File: config.mk
export PLATFORM = sky130hd
export DESIGN_NAME = instruction_memory_p
export DESIGN_NICKNAME = d
export VERILOG_FILES = /design/src/rtl/instruction_memory_p.sv
export SDC_FILE = /design/constraint.sdc
export NUM_CORES = 1
export LEC_CHECK = 0
export CAP_MARGIN = 20
export CORE_ASPECT_RATIO = 1.2
export CORE_MARGIN = 5
export CORE_UTILIZATION = 45
export CTS_BUF_LIST = sky130_fd_sc_hd__clkbuf_8
export DETAILED_ROUTE_END_ITERATION = 8
export GPL_TIMING_DRIVEN = 0
export PLACE_DENSITY = 0.66
export RECOVER_POWER = 50
export SYNTH_ARGS = -nofsm -noshare
export SYNTH_HDL_FRONTEND = slang
export SYNTH_SLANG_ARGS = --single-unit
File: constraint.sdc
create_clock -name clk -period 3.2 [get_ports clk]
set_input_delay 0.64 -clock clk [delete_from_list [all_inputs] [get_ports clk]]
set_output_delay 0.64 -clock clk [all_outputs]
set_load 0.01 [all_outputs]
File: src/rtl/instruction_memory_p.sv
// ============================================================================
// Module   : instruction_memory_p
// Brief    : Parametrised instruction memory with a registered fetch port and
//            a sequential program-load port (RUN/LOAD modes). Optional word
//            parity is enabled by defining the macro PARITY_EN.
// Revision : 1.0 - initial release
// ============================================================================
`default_nettype none

module instruction_memory_p #(
    parameter int                 DATA_W = 8,
    parameter int                 ADDR_W = 4,
    parameter logic [DATA_W-1:0]  NOP    = {DATA_W{1'b0}}
) (
    input  logic              clk,
    input  logic              rst,
    input  logic              fetch_en,
    input  logic [ADDR_W-1:0] A,
    output logic [DATA_W-1:0] B,
    output logic              B_valid,
    input  logic              ld_start,
    input  logic              ld_valid,
    input  logic              ld_last,
    input  logic [DATA_W-1:0] ld_data,
    output logic              ld_ready,
    output logic              ld_done,
`ifdef PARITY_EN
    input  logic              ld_bad_par,
`endif
    output logic              parity_err
);

    localparam int          c_DEPTH   = 2**ADDR_W;
    localparam logic [0:0]  c_ST_RUN  = 1'b0;
    localparam logic [0:0]  c_ST_LOAD = 1'b1;

`ifdef PARITY_EN
    localparam int          c_WORD_W  = DATA_W + 1;
`else
    localparam int          c_WORD_W  = DATA_W;
`endif

    logic [c_WORD_W-1:0] r_mem [c_DEPTH];
    logic [0:0]          r_state;
    logic [ADDR_W-1:0]   r_wptr;
    logic [DATA_W-1:0]   r_b;
    logic                r_b_valid;
    logic                r_ld_done;
    logic                r_parity_err;

    logic                w_wr;
    logic                w_wr_final;
    logic [c_WORD_W-1:0] w_wr_word;
    logic [c_WORD_W-1:0] w_rd_word;

    // ld_start wins over ld_valid, so a restart cycle never stores a word
    assign w_wr       = (r_state == c_ST_LOAD) && !ld_start && ld_valid;
    assign w_wr_final = ld_last || (r_wptr == ADDR_W'(c_DEPTH - 1));
    assign w_rd_word  = r_mem[A];

`ifdef PARITY_EN
    assign w_wr_word  = {(^ld_data) ^ ld_bad_par, ld_data};
`else
    assign w_wr_word  = ld_data;
`endif

    // Storage is intentionally not reset so a program survives rst
    always_ff @(posedge clk) begin
        if (!rst && w_wr) begin
            r_mem[r_wptr] <= w_wr_word;
        end
    end

    always_ff @(posedge clk) begin
        if (rst) begin
            r_state      <= c_ST_RUN;
            r_wptr       <= '0;
            r_b          <= NOP;
            r_b_valid    <= 1'b0;
            r_ld_done    <= 1'b0;
            r_parity_err <= 1'b0;
        end else begin
            r_b          <= NOP;
            r_b_valid    <= 1'b0;
            r_ld_done    <= 1'b0;
            r_parity_err <= 1'b0;
            case (r_state)
                c_ST_RUN: begin
                    if (ld_start) begin
                        r_state <= c_ST_LOAD;
                        r_wptr  <= '0;
                    end else if (fetch_en) begin
                        r_b       <= w_rd_word[DATA_W-1:0];
                        r_b_valid <= 1'b1;
`ifdef PARITY_EN
                        r_parity_err <= (^w_rd_word[DATA_W-1:0]) != w_rd_word[DATA_W];
`endif
                    end
                end
                c_ST_LOAD: begin
                    if (ld_start) begin
                        r_wptr <= '0;
                    end else if (ld_valid) begin
                        if (w_wr_final) begin
                            r_state   <= c_ST_RUN;
                            r_wptr    <= '0;
                            r_ld_done <= 1'b1;
                        end else begin
                            r_wptr <= r_wptr + 1'b1;
                        end
                    end
                end
                default: begin
                    r_state <= c_ST_RUN;
                    r_wptr  <= '0;
                end
            endcase
        end
    end

    assign B          = r_b;
    assign B_valid    = r_b_valid;
    assign ld_ready   = (r_state == c_ST_LOAD);
    assign ld_done    = r_ld_done;
    assign parity_err = r_parity_err;

endmodule

`default_nettype wire
==> results.sh <==
export IMPL_clkTransAtPathRegs_ps=80
export IMPL_ys_types=40
export IMPL_max_slew_margin_pct=25.42
export IMPL_num_rows=44
export IMPL_syn_avg_cell_area_um2=18.60
export IMPL_core_mm2=0.01222
export IMPL_worstSetupStartpointType="input port"
export IMPL_cts_htree_levels=4
export IMPL_wirelength_um=11230
export IMPL_finClkSkew_ps=9.057
export IMPL_cts_buffers=17
export IMPL_r2r_end="r_mem[10][0]"
export IMPL_netlist_area_mm2=0.005653
export IMPL_antenna_found_initial=0
export IMPL_drive_above_1_share_pct=21.10
export IMPL_netlist_instances=304
export IMPL_synthArstFlopShare_pct=0
export IMPL_syn_to_final_growth_pct=15.49
export IMPL_vias=2837
export IMPL_multiInputGateArea_mm2=0.001309
export IMPL_clkLatencyLatePin_ps=430
export IMPL_synth_nets=326
export IMPL_register_area_mm2=0.004144
export IMPL_startpoint="ld_valid"
export IMPL_crit_required_ps=3260
export IMPL_fin_setup_tns_ps=0
export IMPL_cp_top_family="simple AND/OR/NAND/NOR gates"
export IMPL_dieArea_mm2=0.01491
export IMPL_postRouteAntennaNets=0
export IMPL_fp_dieW_um=112.3
export IMPL_routedWlPerCell_um=21.35
export IMPL_cts_setup_buffers=0
export IMPL_port_buffers=25
export IMPL_cts_tree="done"
export IMPL_r2r_slack_ps=930
export IMPL_crit_path_top_delay_cell="nor2_1"
export IMPL_grt_max_degree=17
export IMPL_max_stage_delay_ps=710
export IMPL_maxClockFrequency_ghz=0.3898
export IMPL_min_period_over_period_pct=80.16
export IMPL_ys_flop_type="edfxtp_1"
export IMPL_critPathArrivalTime_ps=2620
export IMPL_power_density_mw_per_mm2=563.0
export IMPL_cp_cell_sequence="clkdlybuf4s50_1, nand2_1, nor3_1, nand2_1, nor2_1"
export IMPL_hold_buffers=0
export IMPL_root_buffer="clkbuf_8"
export IMPL_setup_viol=0
export IMPL_finalHoldViolations=0
export IMPL_outcome="finished, final reports clean"
export IMPL_antenna_cells=0
export IMPL_reg2reg_from="ld_ready"
export IMPL_min_period_ps=2565
export IMPL_end_kind="flop"
export IMPL_min_from="ld_start"
export IMPL_grt_usage_pct=15.98
export IMPL_start_util_pct=46.25
export IMPL_drc_errors=0
export IMPL_fin_nets=374
export IMPL_dpl_cell_area_mm2=0.006130
export IMPL_cp_common_cell="nand2_1"
export IMPL_drt_pass1_iter_count=6
export IMPL_critPathKind="input port to flop"
export IMPL_vdd_drop_max_mv=0.2365
export IMPL_rr_worst_depth=4
export IMPL_cp_max_fo=9
export IMPL_maxSlewViolCount=0
export IMPL_fill_cells=1021
export IMPL_ys_seq_area_share_pct=73.31
export IMPL_drt_initial_drc_count=139
export IMPL_path_buf_inv=1
export IMPL_whs_path_depth=2
export IMPL_grt_pass1_vias=3044
export IMPL_ys_ff_latch=143
export IMPL_hold_class="input port to flop"
export IMPL_yosysWarnings=0
export IMPL_maxCapViolCount=0
export IMPL_hold_path_end="r_wptr[0]"
export IMPL_post_cts_resized=0
export IMPL_holdWs_ps=401.1
export IMPL_vias_per_cell=5.394
export IMPL_io_pins=30
export IMPL_grt_overflow_total=0
export IMPL_tightest_slew_ps=1103
export IMPL_synth_edf_count=128
export IMPL_cts_sinks=143
export IMPL_power_leakage_nw=2.134
export IMPL_gp_routability_congestion=0.8336
export IMPL_rsz0062_at_grt="no"
export IMPL_cp_depth=5
export IMPL_stdcell_area_mm2=0.006529
export IMPL_grt_pass1_wl_um=17460
export IMPL_die_h_um=132.8
export IMPL_cts_buffer_depth=2
export IMPL_dp_final_hpwl_um=7639
## how the worst max path moves through the flow
| stage | slack, ps | to |
|---|---|---|
| 6_report | 630 | r_mem[10][0] |
| 5_1_grt | 480 | r_mem[0][5] |
| 4_1_cts | 690 | r_mem[0][5] |
| 2_1_floorplan | 970 | r_mem[3][0] |
| 3_3_place_gp | -120 | r_mem[2][1] |
| 3_5_place_dp | 220 | r_mem[10][2] |
## cell usage in the layout, fill, tap and decap left out, types with 2 or more instances in the layout
| master | n |
|---|---|
| buf_2 | 3 |
| clkbuf_1 | 4 |
| nand2b_1 | 2 |
| o211ai_1 | 5 |
| nor3_1 | 8 |
| a21oi_1 | 3 |
| mux2i_1 | 20 |
| clkdlybuf4s50_1 | 12 |
| a211oi_1 | 2 |
| bufinv_16 | 3 |
| a22oi_1 | 12 |
| ha_1 | 4 |
| dlygate4sd3_1 | 13 |
| nand3_1 | 10 |
| clkbuf_8 | 23 |
| a22oi_2 | 2 |
| nor4_1 | 2 |
| edfxtp_1 | 128 |
| buf_4 | 6 |
| nor2_1 | 15 |
| dfxtp_1 | 15 |
| o211ai_2 | 2 |
| clkinv_2 | 4 |
| clkinvlp_4 | 2 |
| mux4_2 | 22 |
| inv_1 | 5 |
| buf_6 | 5 |
| nand2_1 | 15 |
## power breakdown
group,switching (W),internal [W]
sequential,0.00000252,0.00204
clock,0.000638,0.000823
combinational,0.0000987,0.0000775
total,0.000739,0.00294
## cell usage after synthesis (2+ instances only)
cell	instances	share of area, %
edfxtp_1	128	68
mux4_2	22	8.8
mux2i_1	20	3.5
dfxtp_1	15	5.3
nor2_1	15	1.0
nand2_1	14	0.93
a22oi_1	12	1.6
nand3_1	10	0.89
nor3_1	8	0.71
buf_6	5	1.0
o211ai_1	5	0.66
buf_4	4	0.53
clkbuf_1	4	0.27
ha_1	4	0.89
inv_1	4	0.27
a21oi_1	3	0.27
clkbuf_8	3	0.73
a211oi_1	2	0.27
a22oi_2	2	0.44
nand2b_1	2	0.22
nor4_1	2	0.22
o211ai_2	2	0.44
## layer usage
layer	vias to the layer above	track usage, %	wire length, um	part of all wire (%)
li1	1309	-	-	-
met1	1436	19.50	4675	42
met2	78	26.77	5869	52
met3	14	4.568	507	4.5
met4	0	6.480	177	1.6
met5	-	0	0	0
## registers in the layout, indices dropped and copies added, names as in the netlist
signal and flops:
B 8, ld_ready 1, r_mem 128, ld_done 1, r_wptr 4, B_valid 1
## cell type report
class | count | share of cell area (%)
flip-flops and latches | 143 | 63.47
clock buffers | 20 | 4.216
clock inverters | 12 | 2.166
plain buffers | 18 | 2.568
inverters | 4 | 0.2300
multi-input cells | 139 | 20.05
repair buffers | 29 | 4.216
well taps | 161 | 3.085
## logic make-up after synthesis
kind of cell	count (synthesis)	share of synthesized area [%]
compound gates	32	4.404
fa+ha+maj	4	0.8854
buf+inv	22	3.231
flops	143	73.31
mux	43	12.77
other cells	1	0.06634
simple gates	59	5.334
## through the flow
| step | worst slack [ps] | utilization, % | cells | power [W] |
|---|---|---|---|---|
| 2_1_floorplan | 973.6 | - | 304 | 0.002178 |
| 3_3_place_gp | -116.4 | 49.95 | 490 | 0.002261 |
| 3_5_place_dp | 223.7 | 50.15 | 494 | 0.002265 |
| 4_1_cts | 689.6 | 53.56 | 526 | 0.003716 |
| 5_1_grt | 484.2 | 53.42 | 526 | 0.003804 |
| 6_report | 634.8 | 53.42 | 526 | 0.003676 |
No activity file was read; power rests on OpenSTA's default activity.
